--- config.mk ---
export PLATFORM = sky130hd
export DESIGN_NAME = imem_responder
export DESIGN_NICKNAME = d
export VERILOG_FILES = /design/src/rtl/imem_responder_pkg.sv /design/src/rtl/imem_responder_rsp_fifo.sv /design/src/rtl/imem_responder.sv
export SDC_FILE = /design/constraint.sdc
export NUM_CORES = 1
export LEC_CHECK = 0
export BUFFER_PORTS_ARGS = -buffer_cell sky130_fd_sc_hd__buf_4
export CAP_MARGIN = 40
export CORE_MARGIN = 8
export CORE_UTILIZATION = 55
export CTS_CLUSTER_DIAMETER = 200
export DETAILED_ROUTE_END_ITERATION = 12
export PLACE_DENSITY = 0.82
export SYNTH_ARGS = -nofsm -noshare
export SYNTH_HDL_FRONTEND = slang
export SYNTH_SLANG_ARGS = --single-unit
export TNS_END_PERCENT = 10
--- constraint.sdc ---
create_clock -name clk -period 3.2 [get_ports clk]
set_input_delay 0.32 -clock clk [delete_from_list [all_inputs] [get_ports clk]]
set_output_delay 0.32 -clock clk [all_outputs]
set_load 0.1 [all_outputs]
--- src/rtl/imem_responder_pkg.sv ---
// Shared types and constants for the instruction-memory responder.
//   INST_W           : instruction width
//   PC_W             : fetch address width carried in responses
//   PMEM_ALIGN_SHIFT : log2 of the backing-store word size in bytes
//   fetch_rsp_t      : response payload {inst, pc, err}
//   align_addr()     : 8-byte aligned backing-store address for a pc
package imem_responder_pkg;

  localparam int unsigned INST_W           = 32;
  localparam int unsigned PC_W             = 64;
  localparam int unsigned PMEM_ALIGN_SHIFT = 3;

  typedef struct packed {
    logic [INST_W-1:0] inst;
    logic [PC_W-1:0]   pc;
    logic              err;
  } fetch_rsp_t;

  // Clear the byte-within-word bits to form the backing-store address.
  function automatic logic [63:0] align_addr(input logic [PC_W-1:0] pc);
    return {pc[PC_W-1:PMEM_ALIGN_SHIFT], PMEM_ALIGN_SHIFT'(0)};
  endfunction

endpackage

--- src/rtl/imem_responder_rsp_fifo.sv ---
// In-order response FIFO with synchronous clear.
// Ports:
//   clk, rst_n   : clock, async active-low reset
//   clr_i        : synchronous clear (drops all entries)
//   push_i       : write push_data_i at tail
//   push_data_i  : response payload
//   pop_i        : drop head entry (only when not empty)
//   empty_o      : no entries held
//   head_o       : payload at head
module imem_responder_rsp_fifo
  import imem_responder_pkg::*;
#(
  parameter int unsigned DEPTH = 2
) (
  input  logic       clk,
  input  logic       rst_n,
  input  logic       clr_i,
  input  logic       push_i,
  input  fetch_rsp_t push_data_i,
  input  logic       pop_i,
  output logic       empty_o,
  output fetch_rsp_t head_o
);

  localparam int unsigned IDX_W = (DEPTH > 1) ? $clog2(DEPTH) : 1;

  // Extra wrap bit distinguishes full from empty when indices match.
  typedef struct packed {
    logic             wrap;
    logic [IDX_W-1:0] idx;
  } ptr_t;

  ptr_t       wr_ptr_q, wr_ptr_d;
  ptr_t       rd_ptr_q, rd_ptr_d;
  fetch_rsp_t mem_q [DEPTH];

  // Advance a pointer, wrapping the index on DEPTH (need not be a power of 2).
  function automatic ptr_t ptr_inc(input ptr_t p);
    ptr_t n;
    if (p.idx == IDX_W'(DEPTH - 1)) begin
      n.idx  = '0;
      n.wrap = ~p.wrap;
    end else begin
      n.idx  = p.idx + 1'b1;
      n.wrap = p.wrap;
    end
    return n;
  endfunction

  // Pointer next-state.
  always_comb begin
    wr_ptr_d = wr_ptr_q;
    rd_ptr_d = rd_ptr_q;
    if (clr_i) begin
      wr_ptr_d = '0;
      rd_ptr_d = '0;
    end else begin
      if (push_i) wr_ptr_d = ptr_inc(wr_ptr_q);
      if (pop_i)  rd_ptr_d = ptr_inc(rd_ptr_q);
    end
  end

  // Pointer registers.
  always_ff @(posedge clk or negedge rst_n) begin
    if (!rst_n) begin
      wr_ptr_q <= '0;
      rd_ptr_q <= '0;
    end else begin
      wr_ptr_q <= wr_ptr_d;
      rd_ptr_q <= rd_ptr_d;
    end
  end

  // Storage; reset to zero so the head reads zero out of reset.
  always_ff @(posedge clk or negedge rst_n) begin
    if (!rst_n) begin
      for (int i = 0; i < int'(DEPTH); i++) mem_q[i] <= '0;
    end else if (push_i && !clr_i) begin
      mem_q[wr_ptr_q.idx] <= push_data_i;
    end
  end

  assign empty_o = (wr_ptr_q == rd_ptr_q);
  assign head_o  = mem_q[rd_ptr_q.idx];

endmodule

--- src/rtl/imem_responder.sv ---
// Instruction-memory responder: memory side of the fetch interface.
// Captures the selected 32-bit instruction at request accept, delays it
// LATENCY cycles, and returns it in order through a response FIFO.
// Ports:
//   clk, rst_n             : clock, async active-low reset
//   req_valid/req_ready    : fetch request handshake, req_pc address
//   flush                  : drop every outstanding request and response
//   mem_raddr/mem_rdata    : backing-store port (combinational read)
//   rsp_valid/rsp_ready    : response handshake
//   rsp_inst/rsp_pc/rsp_err: response payload
//   busy                   : requests outstanding
module imem_responder
  import imem_responder_pkg::*;
#(
  parameter int unsigned ADDR_W  = 64,
  parameter int unsigned LATENCY = 2,
  parameter int unsigned DEPTH   = 2
) (
  input  logic              clk,
  input  logic              rst_n,
  input  logic              req_valid,
  output logic              req_ready,
  input  logic [ADDR_W-1:0] req_pc,
  input  logic              flush,
  output logic [63:0]       mem_raddr,
  input  logic [63:0]       mem_rdata,
  output logic              rsp_valid,
  input  logic              rsp_ready,
  output logic [31:0]       rsp_inst,
  output logic [ADDR_W-1:0] rsp_pc,
  output logic              rsp_err,
  output logic              busy
);

  localparam int unsigned CNT_W = $clog2(DEPTH + 1);

  logic             rdy_en_q;
  logic [CNT_W-1:0] count_q, count_d;
  logic             req_fire, rsp_fire;
  logic             misaligned;
  fetch_rsp_t       cap_rsp;
  logic             fifo_push, fifo_empty;
  fetch_rsp_t       fifo_wdata, fifo_head;

  assign req_ready = rdy_en_q & ~flush & (count_q < CNT_W'(DEPTH));
  assign req_fire  = req_valid & req_ready;
  assign rsp_fire  = rsp_valid & rsp_ready;
  assign mem_raddr = align_addr(PC_W'(req_pc));

  // Instruction select; misaligned requests return zero with err set.
  assign misaligned   = |req_pc[1:0];
  assign cap_rsp.pc   = PC_W'(req_pc);
  assign cap_rsp.err  = misaligned;
  assign cap_rsp.inst = misaligned ? '0 :
                        (req_pc[2] ? mem_rdata[63:32] : mem_rdata[31:0]);

  // Holds req_ready low until the first cycle after reset release.
  always_ff @(posedge clk or negedge rst_n) begin
    if (!rst_n) rdy_en_q <= 1'b0;
    else        rdy_en_q <= 1'b1;
  end

  // The FIFO write is itself the last delay stage, so LATENCY-1 pipeline
  // registers sit between accept and the FIFO.
  generate
    if (LATENCY == 1) begin : g_direct
      assign fifo_push  = req_fire;
      assign fifo_wdata = cap_rsp;
    end else begin : g_pipe
      logic [LATENCY-2:0] vld_q;
      fetch_rsp_t         dat_q [LATENCY-1];

      always_ff @(posedge clk or negedge rst_n) begin
        if (!rst_n) begin
          vld_q <= '0;
          for (int i = 0; i < int'(LATENCY) - 1; i++) dat_q[i] <= '0;
        end else begin
          vld_q[0] <= req_fire;
          dat_q[0] <= cap_rsp;
          for (int i = 1; i < int'(LATENCY) - 1; i++) begin
            vld_q[i] <= vld_q[i-1];
            dat_q[i] <= dat_q[i-1];
          end
          if (flush) vld_q <= '0;
        end
      end

      assign fifo_push  = vld_q[LATENCY-2];
      assign fifo_wdata = dat_q[LATENCY-2];
    end
  endgenerate

  imem_responder_rsp_fifo #(
    .DEPTH (DEPTH)
  ) u_rsp_fifo (
    .clk         (clk),
    .rst_n       (rst_n),
    .clr_i       (flush),
    .push_i      (fifo_push),
    .push_data_i (fifo_wdata),
    .pop_i       (rsp_fire),
    .empty_o     (fifo_empty),
    .head_o      (fifo_head)
  );

  // Outstanding count: pipeline plus FIFO occupancy.
  always_comb begin
    count_d = count_q;
    if (flush) begin
      count_d = '0;
    end else begin
      case ({req_fire, rsp_fire})
        2'b10:   count_d = count_q + 1'b1;
        2'b01:   count_d = count_q - 1'b1;
        default: count_d = count_q;
      endcase
    end
  end

  always_ff @(posedge clk or negedge rst_n) begin
    if (!rst_n) count_q <= '0;
    else        count_q <= count_d;
  end

  assign rsp_valid = ~fifo_empty;
  assign rsp_inst  = fifo_head.inst;
  assign rsp_pc    = ADDR_W'(fifo_head.pc);
  assign rsp_err   = fifo_head.err;
  assign busy      = (count_q != '0);

endmodule

# == Word-level counts from Yosys, hierarchy flattened ==
# Cells that the tools add are included.
# totals
ramBits,0
elab_cells,66
input_bits,133
latchBits,0
rom_bits,0
memories,0
regBits,299
# classes
n_div,0
muxes,17
add_sub_neg,4
n_reduce_logical,12
n_bitwise,10
n_eq_ne,3
n_mul,0
magnitude_cmp,4
shifts,0
# op_table
cell,count
97-bit 2-to-1 mux,4
194-bit bitwise mux,1
97-bit demux with 1-bit select,1
32-bit 2-to-1 mux,2
2-bit 2-to-1 mux,7
2-bit nonzero test,5
1-bit bitwise AND,4
2-bit >= comparator (second input constant),2
1-bit NOT,4
1-bit NOT with 2-bit output,2
2-bit one-hot mux with 2 select lines,1
2-bit AND reduction,2
3-bit nonzero test,1
1-bit adder (second input constant),2
2-bit by 1-bit adder with 2-bit output (second input constant),1
2-bit by 1-bit equality test with 1-bit output (second input constant),1
2-bit equality test,1
2-bit equality test (second input constant),1
1-bit logical AND,2
2-bit by 1-bit < comparator with 1-bit output (second input constant),1
2-bit < comparator (second input constant),1
2-bit OR reduction,1
2-bit by 1-bit subtractor with 2-bit output (second input constant),1
1-bit logical NOT,1
1-bit 2-to-1 mux,1

# == Longest topological paths before layout ==
# Gate-level depths: netlist (run 1).
# depth
depth_word,7
mapped_depth,5
mapped_depth_nobuf,4

# == Modules after synthesis ==
# From an unflattened synthesis (run 1), not the netlist that was laid out.
# unflattened
cells_unflattened,790
area_unflattened_um2,12136.6
# modules_own_cells
module,instances,area_each_um2,cells_each,seq_area_each_um2
imem_responder_rsp_fifo,1,8529.4,536,4954.8
imem_responder,1,3607.2,254,2527.4

# == Worst setup path before layout (run 1) ==
# Ideal clock, no wire load.
# synth_timing
kind,input -> output
from,in flush
to,out req_ready
path_slack_ns,0.180
arrival_time_ns,2.700
required_time_ns,2.880
cell_stages,2
cell_sequence,buf_2 -> nor3b_1
# synth_via
elab_chain_len,3
# synth_rtl
item,line,text
from (decl),imem_responder.sv:24,"input logic flush,"
1-bit NOT,imem_responder.sv:45,assign req_ready = rdy_en_q & ~flush & (count_q < CNT_W'(DEPTH));
1-bit bitwise AND (2 in a row),imem_responder.sv:45,
to (decl),imem_responder.sv:22,"output logic req_ready,"
# Every way passes these cells.

# == Final worst setup path (run 1) ==
# layout_timing
from,reg u_rsp_fifo.rd_ptr_q[0] (netlist bit)
to,out rsp_pc[15]
# layout_via
elab_chain_len,4
# layout_rtl
item,line,text
from (decl),imem_responder_rsp_fifo.sv:34,"ptr_t rd_ptr_q, rd_ptr_d;"
from (signal assigned),imem_responder_rsp_fifo.sv:70,rd_ptr_q <= rd_ptr_d;
1-bit NOT with 2-bit output (implied by the code),imem_responder_rsp_fifo.sv:84,assign head_o = mem_q[rd_ptr_q.idx];
97-bit 2-to-1 mux (implied by the code) (3 in a row),imem_responder_rsp_fifo.sv:84,
to (decl),imem_responder.sv:30,"output logic [ADDR_W-1:0] rsp_pc,"
# Every way passes these cells. The select of a mux whose other input is x is not followed.

==> results of run 1 <==
cell type report:
| class | count | area [um2] |
|---|---|---|
| sequential | 299 | 7490 |
| fill | 1341 | 5830 |
| multi-input combinational | 387 | 3940 |
| timing repair buffer | 369 | 3030 |
| clock buffer | 38 | 842 |
| tap | 280 | 350 |
| clock inverter | 17 | 203 |
| antenna | 2 | 5.00 |
| inverter | 1 | 3.75 |
state kept, by name, indices dropped and copies added (netlist names):
name,flops
u_rsp_fifo.mem_q,194
fifo_wdata,97
count_q,2
u_rsp_fifo.rd_ptr_q,2
u_rsp_fifo.wr_ptr_q,2
fifo_push,1
rdy_en_q,1
path summary, 6_finish.rpt:
| check | startpoint | depth (start not counted) | slack, ns | to |
|---|---|---|---|---|
| worst max-delay path | u_rsp_fifo.rd_ptr_q[0] | 3 | 0.87 | rsp_pc[15] |
| worst min-delay path | mem_rdata[26] | 3 | 0.03 | fifo_wdata[91] |
| worst max register to register | u_rsp_fifo.wr_ptr_q[0] | 3 | 1.33 | u_rsp_fifo.mem_q[13] |
| worst min register to register | u_rsp_fifo.mem_q[142] | 1 | 0.48 | u_rsp_fifo.mem_q[142] |
| max in group asynchronous | rst_n | 3 | 1.80 | fifo_wdata[35] |
| min in group asynchronous | rst_n | 2 | 0.39 | fifo_wdata[12] |
synthesized netlist by cell type, types with 3 or more instances:
cell type	n
mux2_2	261
buf_6	3
nor2_1	36
or2_2	3
mux2_1	30
buf_4	65
xor2_1	3
dfrtp_1	299
buf_2	26
buf_1	6
a21oi_1	3
mux2i_1	33
xnor2_1	4
clkbuf_1	5
layout by cell type, fill, tap and decap left out, drive strengths merged:
cell type / Yosys / layout
or2: 3 / 3
clkbuf: 5 / 38
xor2: 3 / 3
nand3b: 1 / 1
clkinv: 0 / 12
mux2i: 33 / 33
a21oi: 3 / 3
buf: 100 / 305
o21ai: 2 / 2
or3: 1 / 1
and4bb: 1 / 1
dfrtp: 299 / 299
xnor2: 4 / 4
nand2: 2 / 2
a31o: 1 / 1
nor2: 36 / 36
clkinvlp: 0 / 1
diode: 0 / 2
inv: 1 / 1
dlygate4sd3: 0 / 64
conb: 2 / 4
nor3b: 2 / 2
mux2: 291 / 291
bufinv: 0 / 4
worst min-delay path, delay by kind of cell:
kind / cells / cell delay, ns
multiplexers: 1 / 0.05
AND/OR/NAND/NOR: 1 / 0.08
buffers and inverters: 1 / 0.07
cell families after synthesis:
family                 Yosys count
AO/OA/AOI/OAI                    6
XOR/XNOR                         7
buffers and inverters          106
flip-flops                     299
multiplexers                   324
other                            2
AND/OR/NAND/NOR                 46
layer usage:
metal / global-route usage / routed length (um) / vias up
li1: - / - / 3268
met1: 0.241 / 10800 / 3619
met2: 0.359 / 14200 / 219
met3: 0.0469 / 1810 / 53
met4: 0.0631 / 794 / 2
met5: 0 / 13 / -
metrics by stage:
stage                      util  cell area (um2)
after global routing      0.731            15900
final                     0.731            15900
after global placement    0.653            14200
after detailed placement  0.653            14200
after floorplan               -            12100
after CTS                 0.731            15900
what timing repair did:
item	in CTS	in global routing
hold endpoints to repair	156	0
hold buffers	64	0
buffers inserted	0	0
power groups by stage:
stage	Sequential, mW	Clock [mW]	Combinational (mW)
6_report	4.64	3.61	5.58
3_3_place_gp	4.66	0	5.48
5_1_grt	4.72	3.84	5.76
3_5_place_dp	4.70	0	5.52
2_1_floorplan	4.59	0	4.49
4_1_cts	4.64	3.69	5.61
==> impl_metrics.tcl, run 1 <==
set metrics [dict create \
    status "finished, final reports clean" \
    synth-xor-area-share 0.00506 \
    synth_edf_count 0 \
    switching_share 0.421 \
    fin_skew_ns 0.0125 \
    path_cells "buf_12 > mux2_2 > buf_4" \
    worst_slack_ns 0.865 \
    p_int_mw 8.00 \
    viasPerCell 5.14 \
    grt_max_degree 99 \
    grt_pass1_wl_um 43600 \
    worst_slew_pin_slew_ns 0.750 \
    max_slew_margin 0.500 \
    synth_top_area_cell "dfrtp_1" \
    cp.arrival_ns 2.01 \
    power_density_nw_per_um2 872 \
    p_comb_frac 0.404 \
    setup-violations-final 0 \
    yosys-top-cells-area "dfrtp_1, mux2_2, buf_4" \
    ys_seq_elements 299 \
    layout.cells.non_filler 1393 \
    slew_viol_final 0 \
    worst-path-max-fanout 66 \
    rows 54 \
    drc 0 \
    clk_pin_slew_ns 0.06 \
    die_w_um 164 \
    gp_congestion 0.725 \
    required_ns 2.88 \
    drt_first_pass_iters 4 \
    routed_wl_um 27600 \
    netlist_area_um2 12100 \
    wl_per_cell_um 19.8 \
    ctsResizeCount 0 \
    p_clk_frac 0.261 \
    worst-path-buf-inv 2 \
    hold_ws_ns 0.0268 \
    fp.dieArea_um2 27000 \
    area_delta_synth_final_pct 31.0 \
    clk-insertion-delay-late_ns 0.54 \
    grt_overflow 0 \
    initial_utilization 0.558 \
    setup_tns_ns 0 \
    fin_nets 1221 \
    async_reset_ff_frac 1.00 \
    crit_path_start_kind "flop" \
    ios 297 \
    cts-root-buf "clkbuf_16" \
    rsz0062_at_grt "false" \
    post-place-ws_ns 1.30 \
    synth_cell_types 25 \
    io_buffers 293 \
    grt_antenna_before_repair 2 \
    synth_ff_type "dfrtp_1" \
    ant_nets 0 \
    layout-drive-gt1-share 0.563 \
    cpMaxStageDelayCell "dfrtp_4" \
    first_iter_violations 175 \
    finalHoldViolations 0 \
    core_area_um2 21700 \
    yosysSeqAreaShare 0.618 \
    synth_top_family_by_area "multiplexers" \
    vias 7161 \
    fmax_ghz 0.428 \
    hpwl_um 17600 \
    synth-simple-area-share 0.0182 \
    leakage_nw 7.90 \
    synth_compound_area_frac 0.00279 \
    synthCells 790 \
    cts_tree "yes" \
    syn_avg_cell_area_um2 15.3 \
    h-tree-depth 1 \
    finalWorstPathRequiredPeriod_ns 2.33 \
    cts_made_buffers 30 \
    place_inst 1272 \
    timing.final.crit_share 0.730 \
    worstHoldPathType "input pin to flop" \
    seqPwrFrac 0.336 \
    grt_use_total 0.202 \
    crit_type "flop to output port" \
    cp-end-kind "output port" \
    clkSinkCount 299 \
    cp_top_family "buffers and inverters" \
    power_mw 13.8 \
    die_height_um 164 \
    synth_top_area_frac 0.618 \
    synthAdderAreaFrac 0 \
    grt_pass1_vias 8250 \
    clock_path_buffers 3 \
    p_switching_mw 5.83 \
    vdd_ir_drop_max_mv 0.645 \
    synthMuxAreaShare 0.298 \
    maxCapViolCount 0 \
    critPathMaxStageDelay_ns 0.45 \
    yosys_warnings 0 \
]
(Power assumes the default switching activity.)
==> run 2, diff against run 1 <==
--- a/config.mk
+++ b/config.mk
@@ -5,13 +5,14 @@
 export SDC_FILE = /design/constraint.sdc
 export NUM_CORES = 1
 export LEC_CHECK = 0
+export ABC_AREA = 1
 export BUFFER_PORTS_ARGS = -buffer_cell sky130_fd_sc_hd__buf_4
 export CAP_MARGIN = 40
 export CORE_MARGIN = 8
-export CORE_UTILIZATION = 55
+export CORE_UTILIZATION = 54
 export CTS_CLUSTER_DIAMETER = 200
 export DETAILED_ROUTE_END_ITERATION = 12
-export PLACE_DENSITY = 0.82
+export PLACE_DENSITY = 0.8
 export SYNTH_ARGS = -nofsm -noshare
 export SYNTH_HDL_FRONTEND = slang
 export SYNTH_SLANG_ARGS = --single-unit
==> constraint.sdc (replaced) <==
create_clock -name clk -period 2.35 [get_ports clk]
set_input_delay 0.235 -clock clk [delete_from_list [all_inputs] [get_ports clk]]
set_output_delay 0.235 -clock clk [all_outputs]
set_load 0.1 [all_outputs]
==> run 2 against run 1 <==
  * Non-clock buffer count up 76
  * Sequential share of layout area shrank 2.6 points
  * Clock power grew 32%
  * Critical path type unchanged
  * Core utilization rose by 0.81 points
  * Setup slack got worse by 0.76 ns
==> impl_metrics.tcl, run 2 <==
set metrics [dict create \
    rows 55 \
    worst_slack_ns 0.109 \
    maxCapViolCount 0 \
    largest-register "u_rsp_fifo.mem_q" \
    first_iter_violations 673 \
    timing.final.crit_share 0.954 \
    cp-end-kind "output port" \
    drt_first_pass_iters 6 \
    finalWorstPathRequiredPeriod_ns 2.24 \
    status "finished, final reports clean" \
    ios 297 \
    ys_seq_elements 299 \
    worst-path-buf-inv 2 \
    vdd_ir_drop_max_mv 1.31 \
    clk-insertion-delay-late_ns 0.55 \
    synth_top_area_cell "dfrtp_1" \
    synthCells 1364 \
    area_delta_synth_final_pct 34.3 \
    finalHoldViolations 0 \
    fin_skew_ns 0.0154 \
    post-place-ws_ns 0.671 \
    yosys_warnings 0 \
    gp_congestion 0.802 \
    worst_slew_pin_slew_ns 0.667 \
    grt_pass1_vias 10700 \
    syn_avg_cell_area_um2 9.17 \
    vias 10100 \
    setup_tns_ns 0 \
    cp.arrival_ns 2.01 \
    yosys-top-cells-area "dfrtp_1, nand2_1, o21ai_2" \
    synth_top_area_frac 0.598 \
    hpwl_um 19800 \
    cp_top_family "buffers and inverters" \
    cpMostUsedCell "nand2_1" \
    fp.dieArea_um2 28300 \
    clk_pin_slew_ns 0.06 \
    max_slew_margin 0.555 \
    setup-violations-final 0 \
    ant_nets 0 \
    place_inst 1825 \
    io_buffers 293 \
    critPathMaxStageDelay_ns 0.43 \
    yosysSeqAreaShare 0.598 \
    required_ns 2.12 \
    h-tree-depth 1 \
    fin_nets 1838 \
    largest_reg_flops 194 \
    viasPerCell 5.03 \
    die_w_um 168 \
    yosysMostFrequentCell "nand2_1" \
    path_cells "buf_12 > nand2_1 > nand2_1 > buf_4" \
    layout_common_cells "nand2_1, dfrtp_1, buf_4, dlygate4sd3_1, inv_1" \
    drc 0 \
    final_common_cell "nand2_1" \
    grt_use_total 0.233 \
    async_reset_ff_frac 1.00 \
    worstHoldPathType "input pin to flop" \
    wl_per_cell_um 16.6 \
    clkSinkCount 299 \
    rsz0062_at_grt "false" \
    synth_cell_types 22 \
    initial_utilization 0.551 \
    power_density_nw_per_um2 1310 \
    netlist_area_um2 12500 \
    crit_path_start_kind "flop" \
    grt_max_degree 101 \
    layout.cells.non_filler 2016 \
    leakage_nw 8.87 \
    grt_pass1_wl_um 54100 \
    grt_overflow 0 \
    synth_edf_count 0 \
    grt_antenna_before_repair 1 \
    cts_made_buffers 31 \
    cpMaxStageDelayCell "dfrtp_4" \
    slew_viol_final 0 \
    post_cts.repair.setup_buffers 0 \
    fmax_ghz 0.446 \
    crit_type "flop to output port" \
    routed_wl_um 33400 \
    layout-drive-gt1-share 0.258 \
    core_area_um2 22700 \
    power_mw 21.9 \
    die_height_um 168 \
    yosys-top-cells-count "nand2_1, dfrtp_1, inv_1" \
    cts_tree "yes" \
    clock_path_buffers 3 \
    synth_ff_type "dfrtp_1" \
    cts-root-buf "clkbuf_16" \
    fin_util 0.739 \
    worst-path-max-fanout 100 \
]
run 2: cell count changes in the layout (fill, tap and decap cells not counted), moves of 46 or more:
cell,previous run,this run
o21ai_0,1,79
inv_1,1,104
o21ai_1,1,47
dlygate4sd3_1,64,131
o21ai_2,0,70
mux2_2,261,0
nand2_1,2,569
run 2: where the power goes:
part	internal (mW)	switching [mW]	total (mW)
combinational	2.22	8.08	10.3
sequential	6.23	0.631	6.86
clock	2.77	1.97	4.75
run 2: final timing paths:
check                                       start                      to  slack, ns  cells after the start
min in group asynchronous                   rst_n   u_rsp_fifo.mem_q[181]       0.22                      2
min reg2reg                  u_rsp_fifo.mem_q[26]    u_rsp_fifo.mem_q[26]       0.48                      2
max                        u_rsp_fifo.rd_ptr_q[0]             rsp_inst[1]       0.11                      4
min                                     rsp_ready  u_rsp_fifo.rd_ptr_q[0]       0.07                      4
max reg2reg                             fifo_push    u_rsp_fifo.mem_q[79]       0.61                      6
max in group asynchronous                   rst_n   u_rsp_fifo.mem_q[119]       1.34                      3
run 2: final cells by class:
class                           count  area [um2]
Timing Repair Buffer              445        3840
Tap cell                          285         357
Inverter                          108         412
Antenna cell                        1        2.50
Fill cell                        1499        5920
Sequential cell                   299        7490
Clock inverter                     11        67.6
Multi-Input combinational cell    820        3670
Clock buffer                       47         946
run 2: cell families after synthesis:
kind of cell / synth area share
other cells: 0.000601
compound gates: 0.113
buf+inv: 0.109
simple gates: 0.179
flops: 0.598
run 2: per-layer routing:
layer  wire [um]  track usage  up-vias
met3        2200       0.0517       79
met1       12400        0.260     4881
met4        1010       0.0749        0
met5           0            0        -
met2       17800        0.434      355
li1            -            -     4823
run 2: what timing repair did:
action,CTS,global route
endpoints found under the setup margin,0,3
gates resized for setup,0,1
hold buffers,131,0
hold endpoints to repair,149,0
run 2: through the flow:
stage / area, um2 / hold WS, ns
after global routing: 16800 / 0.145
after floorplan: 12500 / -0.0606
after CTS: 16800 / 0.0533
final: 16800 / 0.0695
after global placement: 14400 / 0.200
after detailed placement: 14400 / 0.201
run 2: worst register-to-register path, delay by kind of cell, from the launching register on:
kind	cells	cell delay, ns
buffers and inverters	2	0.87
DFF	1	0.42
and+or+nand+nor	3	0.27
AOI/OAI and AO/OA	1	0.11
==> run 3, diff against run 2 <==
--- a/config.mk
+++ b/config.mk
@@ -8,10 +8,10 @@
 export ABC_AREA = 1
 export BUFFER_PORTS_ARGS = -buffer_cell sky130_fd_sc_hd__buf_4
 export CAP_MARGIN = 40
-export CORE_MARGIN = 8
 export CORE_UTILIZATION = 54
 export CTS_CLUSTER_DIAMETER = 200
 export DETAILED_ROUTE_END_ITERATION = 12
+export GPL_TIMING_DRIVEN = 0
 export PLACE_DENSITY = 0.8
 export SYNTH_ARGS = -nofsm -noshare
 export SYNTH_HDL_FRONTEND = slang
==> run 3 against run 2 <==
  * The run now ends with setup timing left
  * Final cell count up 5.8%
  * Cell area grew 4.3%
  * Non-clock buffer count rose by 119
  * Sequential power down 0.7%
  * Critical path type unchanged
  * Largest power group unchanged
  * Highest routed layer unchanged
==> impl_metrics.tcl, run 3 (same netlist as run 2, synthesis figures left out) <==
set metrics [dict create \
    wl_met3_um 1790 \
    fin_util 0.773 \
    die_w_um 154 \
    p_clk_frac 0.220 \
    die_height_um 154 \
    vias 10900 \
    p_int_mw 11.4 \
    worst-path-buf-inv 3 \
    clkSinkCount 299 \
    routed.top_layer "met4" \
    layout_common_cells "nand2_1, buf_4, dfrtp_1, dlygate4sd3_1, inv_1" \
    ant_nets 0 \
    failed_checks "setup timing" \
    largest-register "u_rsp_fifo.mem_q" \
    cpMostUsedCell "nand2_1" \
    slew_viol_final 0 \
    initial_utilization 0.552 \
    cts_made_buffers 31 \
    io_buffers 293 \
    cp-end-kind "output port" \
    critPathMaxStageDelay_ns 0.41 \
    worst-path-max-fanout 10 \
    grt_use_total 0.294 \
    power_mw 22.2 \
    drc 0 \
    grt_max_degree 128 \
    grt_overflow 0 \
    cp-startpoint "u_rsp_fifo.rd_ptr_q[0]" \
    worstReg2RegStart "u_rsp_fifo.wr_ptr_q[0]" \
    setup_tns_ns -0.00537 \
    rows 55 \
    post_cts.repair.setup_buffers 0 \
    fmax_ghz 0.425 \
    grt_antenna_before_repair 1 \
    gp_congestion 0.817 \
    viasPerCell 5.09 \
    setup-violations-final 1 \
    required_ns 2.12 \
    p_comb_frac 0.473 \
    clock_path_buffers 3 \
    cp.arrival_ns 2.12 \
    rsz0062_at_grt "true" \
    grt_pass1_wl_um 55500 \
    p_switching_mw 10.8 \
    routed_wl_um 34300 \
    final_common_cell "nand2_1" \
    cts_tree "yes" \
    worstHoldPathType "input pin to flop" \
    switching_share 0.485 \
    leakage_nw 9.32 \
    wl_per_cell_um 16.1 \
    cp_top_family "buffers and inverters" \
    fp.dieArea_um2 23800 \
    m1WireLength_um 13200 \
    timing.final.crit_share 1.00 \
    largest_reg_flops 194 \
    finalHoldViolations 0 \
    worst_slew_pin_slew_ns 0.646 \
    worst_slack_ns -0.00537 \
    area_delta_synth_final_pct 40.0 \
    layout-drive-gt1-share 0.296 \
    drt_first_pass_iters 5 \
    hold_start "rsp_ready" \
    h-tree-depth 1 \
    first_iter_violations 659 \
    path_cells "inv_2 > buf_1 > nand2_1 > nand2_1 > buf_4" \
    finalWorstPathRequiredPeriod_ns 2.36 \
    max_slew_margin 0.569 \
    core_area_um2 22600 \
    clk_pin_slew_ns 0.06 \
    ios 297 \
    fin_nets 1957 \
    crit_path_start_kind "flop" \
    clk-insertion-delay-late_ns 0.56 \
    status "finished, violations left" \
    cpMaxStageDelayCell "buf_1" \
    wl_met2_um 17600 \
    grt_pass1_vias 11300 \
    seqPwrFrac 0.306 \
    hpwl_um 20400 \
    maxCapViolCount 0 \
    cts-root-buf "clkbuf_16" \
    crit_type "flop to output port" \
    vdd_ir_drop_max_mv 0.807 \
    power_density_nw_per_um2 1270 \
    fin_skew_ns 0.0119 \
]
[run 3: cell types whose count changed in the layout (fill, tap and decap cells not counted), moves of 3 or more]
| cell | previous run | this run |
|---|---|---|
| buf_4 | 298 | 358 |
| buf_2 | 0 | 21 |
| inv_6 | 3 | 0 |
| clkbuf_1 | 5 | 19 |
| clkbuf_8 | 11 | 8 |
| clkbuf_2 | 0 | 12 |
| buf_6 | 1 | 24 |
| buf_12 | 12 | 0 |
[run 3: worst reg2reg max path, cell delays in order (launching register included)]
cell	delay, ns
dfrtp_1	0.41
inv_1	0.09
nand3_2	0.14
buf_4	0.24
buf_2	0.21
nand2_1	0.09
o21ai_0	0.08
[run 3: final timing paths]
| kind | end | slack [ns] | depth (start not counted) |
|---|---|---|---|
| min | u_rsp_fifo.rd_ptr_q[0] | 0.04 | 4 |
| min reg2reg | u_rsp_fifo.mem_q[8] | 0.48 | 2 |
| max in group asynchronous | u_rsp_fifo.mem_q[184] | 1.21 | 3 |
| min in group asynchronous | fifo_wdata[36] | 0.17 | 2 |
| max | rsp_pc[18] | -0.005 | 5 |
| max reg2reg | u_rsp_fifo.mem_q[173] | 0.95 | 6 |
[run 3: power by group through the flow]
stage | clock network [mW] | registers (mW) | logic (mW)
CTS | 4.93 | 6.78 | 10.5
global placement | 0 | 6.80 | 10.1
finish | 4.90 | 6.81 | 10.5
global route | 5.19 | 6.93 | 11.0
detailed placement | 0 | 6.86 | 10.2
floorplan | 0 | 6.72 | 8.06
[run 3: timing repair]
item | CTS | global route
hold endpoints to repair | 148 | 0
pin swaps | 0 | 0
hold buffers | 131 | 0
cloned | 0 | 0
resized for setup | 13 | 12
setup endpoints to repair | 48 | 77
[run 3: layout make-up]
type | count | area [um2]
diodes | 2 | 5.00
plain buffers | 138 | 972
clock buffers | 45 | 908
clock inverters | 10 | 118
fillers | 1434 | 5130
inverters | 108 | 405
multi-input cells | 820 | 3670
flip-flops and latches | 299 | 7480
well taps | 285 | 357
repair buffers | 426 | 3590
[run 3: per-layer routing]
layer  track usage  vias up
met5             0        -
met4         0.150        0
met3        0.0468      123
met2         0.510      388
met1         0.357     5282
li1              -     5057
[run 3: stage by stage]
| stage | instance area [um2] | instances | setup slack [ns] | hold WS (ns) |
|---|---|---|---|---|
| after floorplan | 12500 | 1366 | 0.560 | -0.0606 |
| after global placement | 15100 | 1944 | -1.47 | 0.354 |
| after detailed placement | 15100 | 1946 | 0.506 | 0.174 |
| after CTS | 17500 | 2131 | -0.0244 | 0.0133 |
| after global routing | 17500 | 2132 | -0.113 | 0.0470 |
| final | 17500 | 2133 | -0.00537 | 0.0374 |
